==> src/rtl/vx_credit_arbiter.sv <==
// -----------------------------------------------------------------------------
// vx_credit_arbiter
//
// Shares one downstream request port among NUM_REQS requesters using
// round-robin arbitration. It enforces two outstanding-request budgets: a
// global one (SIZE) and a per-requester one (PER_REQ). In-flight requests are
// tracked by counting issues against returned responses. A flush handshake
// stops new issues until every outstanding request has drained, then pulses
// flush_ack for one cycle.
//
// Handshake: a downstream issue happens ("fires") in any cycle where
// req_valid_out && req_ready_out. req_valid_out is a function of the
// requesters, the credit state and the FSM only; it never looks at
// req_ready_out. req_ready_in[i] is high only for the winner, and only in a
// cycle that fires. A response (rsp_valid_in) is always consumed in the cycle
// it is presented.
//
// Ports:
//   clk, reset        clock, asynchronous active-high reset
//   req_valid_in      per-requester request valid
//   req_ready_in      per-requester accept (one-hot or zero)
//   req_valid_out     downstream request valid
//   req_idx_out       winning requester index (0 when there is no request)
//   req_ready_out     downstream accept
//   rsp_valid_in      response returned
//   rsp_idx_in        requester that owns the response
//   flush_req         drain request
//   flush_ack         one-cycle drain-complete pulse
//   pending_size      total outstanding count
//   empty, full       pending_size == 0 / pending_size == SIZE (registered)
//   dbg_state_o       flush FSM state (0 RUN, 1 DRAIN, 2 ACK)
// -----------------------------------------------------------------------------
module vx_credit_arbiter #(
    parameter int NUM_REQS = 4,
    parameter int SIZE     = 8,
    parameter int PER_REQ  = 4,
    parameter int REQ_SELW = (NUM_REQS > 1) ? $clog2(NUM_REQS) : 1,
    parameter int SIZEW    = $clog2(SIZE + 1),
    parameter int CNTW     = $clog2(PER_REQ + 1)
) (
    input  logic                clk,
    input  logic                reset,
    input  logic [NUM_REQS-1:0] req_valid_in,
    output logic [NUM_REQS-1:0] req_ready_in,
    output logic                req_valid_out,
    output logic [REQ_SELW-1:0] req_idx_out,
    input  logic                req_ready_out,
    input  logic                rsp_valid_in,
    input  logic [REQ_SELW-1:0] rsp_idx_in,
    input  logic                flush_req,
    output logic                flush_ack,
    output logic [SIZEW-1:0]    pending_size,
    output logic                empty,
    output logic                full,
    output logic [1:0]          dbg_state_o
);

    localparam logic [1:0] ST_RUN   = 2'd0;
    localparam logic [1:0] ST_DRAIN = 2'd1;
    localparam logic [1:0] ST_ACK   = 2'd2;

    logic [1:0]          state_q, state_d;
    logic [REQ_SELW-1:0] rr_ptr_q, rr_ptr_d;
    logic [SIZEW-1:0]    pending_q, pending_d;
    logic                empty_q, full_q;
    logic [CNTW-1:0]     cnt_q [NUM_REQS];
    logic [CNTW-1:0]     cnt_d [NUM_REQS];

    logic [NUM_REQS-1:0] eligible;
    logic                found;
    logic [REQ_SELW-1:0] winner;
    logic [REQ_SELW-1:0] cand;
    int                  cand_int;
    logic                fire;

    // A requester may compete only while it has per-requester credit, the
    // global budget is not exhausted, and no flush is in progress.
    always_comb begin
        for (int i = 0; i < NUM_REQS; i++) begin
            eligible[i] = req_valid_in[i] && (cnt_q[i] != CNTW'(PER_REQ)) &&
                          !full_q && (state_q == ST_RUN);
        end
    end

    // Round-robin search: visit requesters in order starting at rr_ptr_q,
    // wrapping modulo NUM_REQS, and take the first eligible one.
    always_comb begin
        found    = 1'b0;
        winner   = '0;
        cand     = '0;
        cand_int = 0;
        for (int k = 0; k < NUM_REQS; k++) begin
            cand_int = int'(rr_ptr_q) + k;
            if (cand_int >= NUM_REQS) begin
                cand_int = cand_int - NUM_REQS;
            end
            cand = REQ_SELW'(cand_int);
            if (!found && eligible[cand]) begin
                found  = 1'b1;
                winner = cand;
            end
        end
    end

    assign fire          = found && req_ready_out;
    assign req_valid_out = found;
    assign req_idx_out   = winner;
    assign req_ready_in  = fire ? (NUM_REQS'(1) << winner) : '0;

    // The pointer moves past the winner only on an actual issue, so a stalled
    // downstream keeps offering the same requester.
    always_comb begin
        rr_ptr_d = rr_ptr_q;
        if (fire) begin
            rr_ptr_d = (winner == REQ_SELW'(NUM_REQS - 1)) ? '0 : winner + REQ_SELW'(1);
        end
    end

    // An issue and a response on the same requester in one cycle cancel.
    always_comb begin
        for (int i = 0; i < NUM_REQS; i++) begin
            cnt_d[i] = cnt_q[i]
                     + CNTW'(fire && (winner == REQ_SELW'(i)))
                     - CNTW'(rsp_valid_in && (rsp_idx_in == REQ_SELW'(i)));
        end
    end

    assign pending_d = pending_q + SIZEW'(fire) - SIZEW'(rsp_valid_in);

    // Flush FSM. DRAIN waits on the registered empty flag, so a flush that
    // arrives while already empty still passes through DRAIN for one cycle.
    always_comb begin
        state_d = state_q;
        case (state_q)
            ST_RUN:   if (flush_req) state_d = ST_DRAIN;
            ST_DRAIN: if (empty_q)   state_d = ST_ACK;
            ST_ACK:                  state_d = ST_RUN;
            default:                 state_d = ST_RUN;
        endcase
    end

    always_ff @(posedge clk or posedge reset) begin
        if (reset) begin
            state_q   <= ST_RUN;
            rr_ptr_q  <= '0;
            pending_q <= '0;
            empty_q   <= 1'b1;
            full_q    <= 1'b0;
            for (int i = 0; i < NUM_REQS; i++) begin
                cnt_q[i] <= '0;
            end
        end else begin
            state_q   <= state_d;
            rr_ptr_q  <= rr_ptr_d;
            pending_q <= pending_d;
            // Flags come from the next-state count so they line up with
            // pending_size in the same cycle.
            empty_q   <= (pending_d == '0);
            full_q    <= (pending_d == SIZEW'(SIZE));
            for (int i = 0; i < NUM_REQS; i++) begin
                cnt_q[i] <= cnt_d[i];
            end
        end
    end

    assign flush_ack    = (state_q == ST_ACK);
    assign pending_size = pending_q;
    assign empty        = empty_q;
    assign full         = full_q;
    assign dbg_state_o  = state_q;

    // Credit-accounting sanity: responses must match something in flight,
    // and the eligibility gating must never let an over-budget issue through.
    always @(posedge clk) begin
        if (!reset) begin
            if (rsp_valid_in) begin
                a_rsp_not_empty: assert (!empty_q);
                a_rsp_idx_range: assert (int'(rsp_idx_in) < NUM_REQS);
                a_rsp_has_cnt:   assert (cnt_q[rsp_idx_in] != '0);
            end
            if (fire) begin
                a_fire_not_full: assert (!full_q);
                a_fire_has_cred: assert (cnt_q[winner] != CNTW'(PER_REQ));
            end
        end
    end

endmodule

==> config.mk <==
export PLATFORM = sky130hd
export DESIGN_NAME = vx_credit_arbiter
export DESIGN_NICKNAME = d
export VERILOG_FILES = /design/src/rtl/vx_credit_arbiter.sv
export SDC_FILE = /design/constraint.sdc
export NUM_CORES = 1
export LEC_CHECK = 0
export ABC_CLOCK_PERIOD_IN_PS = 3400
export BUFFER_PORTS_ARGS = -buffer_cell sky130_fd_sc_hd__buf_4
export CAP_MARGIN = 20
export CORE_MARGIN = 8
export CORE_UTILIZATION = 40
export DETAILED_ROUTE_END_ITERATION = 16
export SLEW_MARGIN = 0
export SYNTH_ARGS = -nofsm -noshare
export SYNTH_HDL_FRONTEND = slang
export SYNTH_SLANG_ARGS = --single-unit
==> constraint.sdc <==
create_clock -name clk -period 3.4 [get_ports clk]
set_input_delay 0.51 -clock clk [delete_from_list [all_inputs] [get_ports clk]]
set_output_delay 0.51 -clock clk [all_outputs]
set_load 0.005 [all_outputs]
## After elaboration in Yosys (flattened, before gate mapping)

Cells that the tools add are included.

| storage, ports and cells | value |
|---|---|
| bits in registers | 22 |
| input bits | 11 |
| output and inout port bits | 16 |

| operators by class | value |
|---|---|
| add/sub/neg operators | 18 |
| order comparisons | 8 |
| eq/ne operators | 15 |
| shift operators | 1 |
| multiplexer cells | 25 |
| reductions and logical operators | 33 |

Operators with widths:

| cell | count |
|---|---|
| 1-bit logical AND | 24 |
| 2-bit 2-to-1 mux | 11 |
| 3-bit by 1-bit adder with 3-bit output | 4 |
| 2-bit by 3-bit less-than comparator with 1-bit output (second input constant) | 4 |
| 3-bit inequality test (second input constant) | 4 |
| 3-bit by 1-bit subtractor with 3-bit output | 4 |
| 2-bit == test (second input constant) | 5 |
| 3-bit greater-or-equal comparator (second input constant) | 3 |
| 1-bit binary-select mux with 2-bit select | 4 |
| 1-bit 2-to-1 mux | 8 |
| 2-bit by 1-bit subtractor with 2-bit output (second input constant) | 4 |
| 2-bit by 2-bit adder with 3-bit output (second input constant) | 2 |
| 2-bit by 1-bit == test with 1-bit output (second input constant) | 3 |
| 2-bit zero test | 3 |
| 4-bit by 1-bit adder with 4-bit output | 1 |
| 4-bit == test (second input constant) | 1 |
| 1-bit zero test | 4 |
| 4-bit zero test | 1 |
| 4-bit 2-to-1 mux | 1 |
| 2-bit inequality test (second input constant) | 2 |
| 2-bit case mux with 2 select lines | 1 |
| 1-bit by 2-bit left shift with 4-bit output (first input constant) | 1 |
| 4-bit by 1-bit subtractor with 4-bit output | 1 |
| 2-bit by 1-bit adder with 3-bit output (second input constant) | 1 |
| other kinds (3) | 3 |

## Longest topological paths before layout

Gate-level depths: netlist of the first run.

| depth | value |
|---|---|
| word-level depth | 20 |
| depth in mapped cells | 14 |

## Worst setup path before layout of the first run

OpenSTA, ideal clock, no wires.

| timing path | value |
|---|---|
| kind | register -> register |
| from | register cnt_q[4] in the netlist's numbering |
| to | register cnt_q[8] in the netlist's numbering |
| setup time | 123 ps |
| data arrival time | 2,851 ps |
| required time | 3,277 ps |
| setup slack | 426 ps |
| cell stages (with the launch flop) | 15 |
| buffers on the path | 0 |
| cells stage by stage | dfrtp_1 -> or3b_1 -> nand2_1 -> a21oi_1 -> o211ai_1 -> and3_1 -> ha_1 -> and2_1 -> inv_1 -> ha_1 -> inv_1 -> ha_1 -> fa_1 -> xnor2_1 -> xnor2_1 |

RTL lines:

| element | line | source |
|---|---|---|
| from (decl) | 66 | `logic [CNTW-1:0] cnt_q [NUM_REQS];` |
| from (signal, indexed assignment) | 161 | `cnt_q[i] <= cnt_d[i];` |

==> results.json, run 1 <==
{
  "via_per_inst": 4.65,
  "synth_top_area_share_pct": 36.9,
  "required_ns": 3.65,
  "vdd.ir_drop.worst_mv": 0.385,
  "port_buffers": 26,
  "place_congestion": 0.884,
  "wl_per_cell_um": 13.3,
  "grt_pass1_wl_mm": 4.75,
  "synth_nets": 162,
  "fin_setup_tns_ns": 0,
  "m1WireLength_mm": 1.26,
  "dp.cells": 203,
  "tightest_slew_ns": 0.850,
  "setup.worst_path.class": "register to register",
  "grt-ovfl-total": 0,
  "synthArstFlopShare_pct": 100,
  "insertion_delay_ns": 0.31,
  "slew_headroom_pct": 43.3,
  "antenna_left": 0,
  "yosysMostFrequentCell": "inv_1",
  "synth_area_um2": 1430,
  "finalSetupViolations": 0,
  "rsz0062_at_grt": "no",
  "start_util_pct": 42.0,
  "clock.fmax_mhz": 319,
  "synth_warnings": 0,
  "drt_iter0_markers": 50,
  "startpoint_type": "register",
  "r2r-end": "cnt_q[8]",
  "hold_class": "input port to async pin",
  "wl_met2_mm": 1.35,
  "fin_nets": 194,
  "cts_buffer_depth": 2,
  "multi_input_area_um2": 772,
  "num_rows": 21,
  "highest-signal-layer": "met4",
  "clock-root-buffer": "clkbuf_4",
  "grt_pass1_vias": 1031,
  "htreeDepth": 1,
  "synth_area_leaders": "dfrtp_1 (37%), ha_1 (14%), inv_1 (7.1%), fa_1 (7.0%), xnor2_1 (6.8%)",
  "synth_edf_count": 0,
  "cp-startpoint": "cnt_q[4]",
  "p_leak_nw": 0.881,
  "ys_types": 35,
  "yosysTopAreaCell": "dfrtp_1",
  "diodes": 0,
  "wirelength_mm": 2.76,
  "drc_errors": 0,
  "r2r-start": "cnt_q[4]",
  "final_core_util_pct": 51.3,
  "end_kind": "register",
  "clk_pin_slew_ns": 0.13,
  "antenna_found_initial": 0,
  "crit_end": "cnt_q[8]",
  "dp_hpwl_mm": 2.30,
  "postCtsSetupRepairBufs": 0,
  "crit_fanout": 3,
  "area_growth_pct": 21.9,
  "finalHoldViolCount": 0,
  "synth_common_cells": "inv_1 (27), dfrtp_1 (21), ha_1 (16)",
  "layout-drive-gt1-share_pct": 24.2,
  "cts_resized": 0,
  "finalCritPeriodShare_pct": 92.3,
  "tritoncts": "done",
  "cp.arrival_ns": 3.39,
  "maxSlewViolCount": 0,
  "die_w_um": 75.7,
  "syn_inst": 130,
  "die-area_um2": 5730,
  "nFillCells": 310,
  "seqCellArea_um2": 552,
  "reg2reg_depth": 14,
  "fin_worst_skew_ns": 0.0157,
  "fin_cells": 207,
  "maxCapViolations": 0,
  "core_area_um2": 3390,
  "vias": 962,
  "syn_avg_cell_area_um2": 11.0,
  "grt_max_degree": 23,
  "reg2reg_slack_ns": 0.26,
  "synth_seq_cells": 22,
  "cts_buffers": 3,
  "power_density_nw_per_um2": 802,
  "synth-seq-area-share_pct": 38.7,
  "cts_hold_buf": 0,
  "wl_met3_um": 127,
  "io_pins": 27,
  "post-route-min-period_ns": 3.14,
  "grt_usage_pct": 10.9,
  "die_y_um": 75.7,
  "clock-sinks": 22,
  "status": "finished clean",
  "drtPass1Iterations": 3,
  "synth-main-ff-cell": "dfrtp_1"
}
## metal layers
layer,global-route usage (%),vias to the layer above
met5,0,-
met4,3.84,0
met3,1.97,2
met2,18.0,16
met1,13.9,459
li1,-,485
## power by group
part | switching [mW] | internal (mW)
clock | 0.0810 | 0.119
combinational | 0.326 | 0.358
sequential | 0.119 | 0.392
total | 0.525 | 0.869
## placed cells by master (no fill, tap or decap), types with 2 or more instances in the layout
cell type and count:
a21oi_1 2, and2_1 2, and3_1 2, buf_4 27
clkbuf_4 3, dfrtp_1 21, fa_1 5, ha_1 16
inv_1 27, nand2_1 7, nand2b_1 2, nand3_1 2
nor2_1 3, nor2b_1 2, nor3b_1 2, o211ai_1 3
o21bai_1 2, o31ai_4 2, or3_1 2, xnor2_1 11
## worst min path at each step
stage                   startpoint         endpoint  slack (ns)  cells after the start
finish                       reset  pending_size[2]        0.36                      2
CTS                          reset  pending_size[2]        0.38                      2
global placement    dbg_state_o[1]   dbg_state_o[0]        0.49                      1
floorplan                 cnt_q[9]         cnt_q[9]        0.48                      1
global route                 reset         cnt_q[7]        0.44                      2
detailed placement        cnt_q[9]         cnt_q[9]        0.50                      1
## cell families (layout without fill, tap and decap cells)
group | Yosys count | after routing | synth area share (%)
simple gates | 29 | 29 | 11.6
compound gates | 18 | 18 | 13.0
xor+xnor | 11 | 11 | 6.76
fa+ha+maj | 21 | 21 | 21.1
buf+inv | 27 | 58 | 7.11
flops | 22 | 22 | 38.7
mux | 2 | 2 | 1.76
## state kept, by name, indices dropped and copies added, names as in the netlist
name / flops
pending_size: 4
full: 1
empty: 1
dbg_state_o: 2
rr_ptr_q: 2
cnt_q: 12
## critical path, stage by stage, from the launching register on
cell and delay, ns:
dfrtp_1 0.44, or3b_1 0.43, nand2_1 0.14, a21oi_1 0.05
o211ai_1 0.24, and3_1 0.26, ha_1 0.16, and2_1 0.14
inv_1 0.05, ha_1 0.26, inv_1 0.04, ha_1 0.19
fa_1 0.38, xnor2_1 0.18, xnor2_1 0.13
## metrics by stage
step                      hold slack [ns]  power [mW]  worst slack [ns]  instance area (um2)
after detailed placement            0.498        1.21             0.264                 1690
after CTS                           0.381        1.42             0.243                 1740
after floorplan                     0.480       0.992             0.426                 1430
final                               0.358        1.39             0.261                 1740
after global placement              0.493        1.18             0.378                 1690
after global routing                0.436        1.53            0.0730                 1740
## area by class of cell
cell class	count	area share [%]
inverters	27	5.83
repair buffers	27	11.7
multi-input cells	81	44.4
well taps	46	3.31
clock inverters	1	1.73
flip-flops and latches	22	31.7
clock buffers	3	1.30
No activity file was read; power rests on OpenSTA's default activity.
==> run 2: changes to the inputs <==
Settings changed: CORE_UTILIZATION 40 to 54, GPL_TIMING_DRIVEN set to 1, PLACE_DENSITY set to 0.78.
==> results.json, run 2 (same netlist as run 1, synthesis figures left out) <==
{
  "dp_hpwl_mm": 2.20,
  "maxCapViolations": 0,
  "largest_reg_flops": 12,
  "grt_pass1_vias": 1141,
  "crit_fanout": 3,
  "grt_max_degree": 23,
  "placed_area_um2": 1670,
  "status": "finished clean",
  "fin_worst_skew_ns": 0.00345,
  "vdd.ir_drop.worst_mv": 0.603,
  "io_pins": 27,
  "cts_hold_buf": 0,
  "finalSetupViolations": 0,
  "setup.worst_path.class": "register to register",
  "clk_pin_slew_ns": 0.13,
  "final_core_util_pct": 68.7,
  "die_w_um": 67.4,
  "layout-drive-gt1-share_pct": 24.2,
  "place_congestion": 0.839,
  "area_growth_pct": 20.5,
  "cts_buffer_depth": 2,
  "r2r-start": "cnt_q[4]",
  "die-area_um2": 4540,
  "drt_iter0_markers": 40,
  "clock-sinks": 22,
  "rsz0062_at_grt": "no",
  "end_kind": "register",
  "top_register": "cnt_q",
  "htreeDepth": 1,
  "tritoncts": "done",
  "post-route-min-period_ns": 3.12,
  "postCtsSetupRepairBufs": 0,
  "fin_setup_tns_ns": 0,
  "clock-root-buffer": "clkbuf_4",
  "antenna_found_initial": 0,
  "cts_resized": 0,
  "maxSlewViolCount": 0,
  "die_y_um": 67.4,
  "grt_usage_pct": 13.2,
  "finalHoldViolCount": 0,
  "finalCritPeriodShare_pct": 91.9,
  "tightest_slew_ns": 0.845,
  "via_per_inst": 5.30,
  "wirelength_mm": 2.71,
  "vias": 1013,
  "wl_per_cell_um": 14.2,
  "core_area_um2": 2500,
  "grt_pass1_wl_mm": 4.73,
  "cp.arrival_ns": 3.37,
  "final_cell_area_um2": 1720,
  "clock.fmax_mhz": 320,
  "port_buffers": 26,
  "grt-ovfl-total": 0,
  "hold_class": "input port to async pin",
  "cp-startpoint": "cnt_q[4]",
  "insertion_delay_ns": 0.31,
  "diodes": 0,
  "slew_headroom_pct": 43.6,
  "final_cell_mix": "inv_1 (27), buf_4 (27), dfrtp_1 (21)",
  "drtPass1Iterations": 4,
  "power.total_mw": 1.40,
  "startpoint_type": "register",
  "p_leak_nw": 0.881,
  "drc_errors": 0,
  "cts_buffers": 3,
  "fin_nets": 194,
  "num_rows": 18,
  "start_util_pct": 57.0,
  "power_density_nw_per_um2": 816,
  "antenna_left": 0,
  "required_ns": 3.65
}
run 2: stage by stage:
stage | hold WS, ns | std cells | setup slack [ns]
after detailed placement | 0.506 | 187 | 0.299
after floorplan | 0.480 | 130 | 0.426
after global routing | 0.427 | 191 | 0.0531
after CTS | 0.382 | 191 | 0.274
after global placement | 0.490 | 187 | 0.385
final | 0.353 | 191 | 0.276
run 2: final timing paths:
| kind | end | slack (ns) | cells after the start |
|---|---|---|---|
| worst max-delay path | cnt_q[8] | 0.28 | 14 |
| worst min-delay path | pending_size[2] | 0.35 | 2 |
| worst max register to register | cnt_q[8] | 0.28 | 14 |
| worst min register to register | dbg_state_o[1] | 0.52 | 2 |
| max in group asynchronous | cnt_q[7] | 2.53 | 2 |
| min in group clk | dbg_state_o[0] | 0.43 | 3 |
run 2: layout make-up:
type                    count  area [um2]
clock buffers               3        22.5
clock inverters             1        30.0
fillers                   186         782
inverters                  27         101
multi-input cells          81         772
flip-flops and latches     22         552
well taps                  30        37.5
repair buffers             27         203
run 2: critical path, stage by stage (launching register included):
cell	delay (ns)
dfrtp_1	0.44
or3b_1	0.44
nand2_1	0.13
a21oi_1	0.05
o211ai_1	0.23
and3_1	0.27
ha_1	0.16
and2_1	0.14
inv_1	0.05
ha_1	0.26
inv_1	0.04
ha_1	0.18
fa_1	0.37
xnor2_1	0.18
xnor2_1	0.13
run 2: layer usage:
metal | up-vias | GRT usage [%] | wire, um
li1 | 483 | - | -
met1 | 504 | 15.5 | 1180
met2 | 23 | 23.4 | 1360
met3 | 3 | 3.64 | 150
met4 | 0 | 3.39 | 21
met5 | - | 0 | 0
run 2: power by group:
part | internal [mW] | switching [mW] | leakage (nW)
clock | 0.119 | 0.0844 | 0.0279
combinational | 0.360 | 0.331 | 0.596
sequential | 0.392 | 0.116 | 0.257
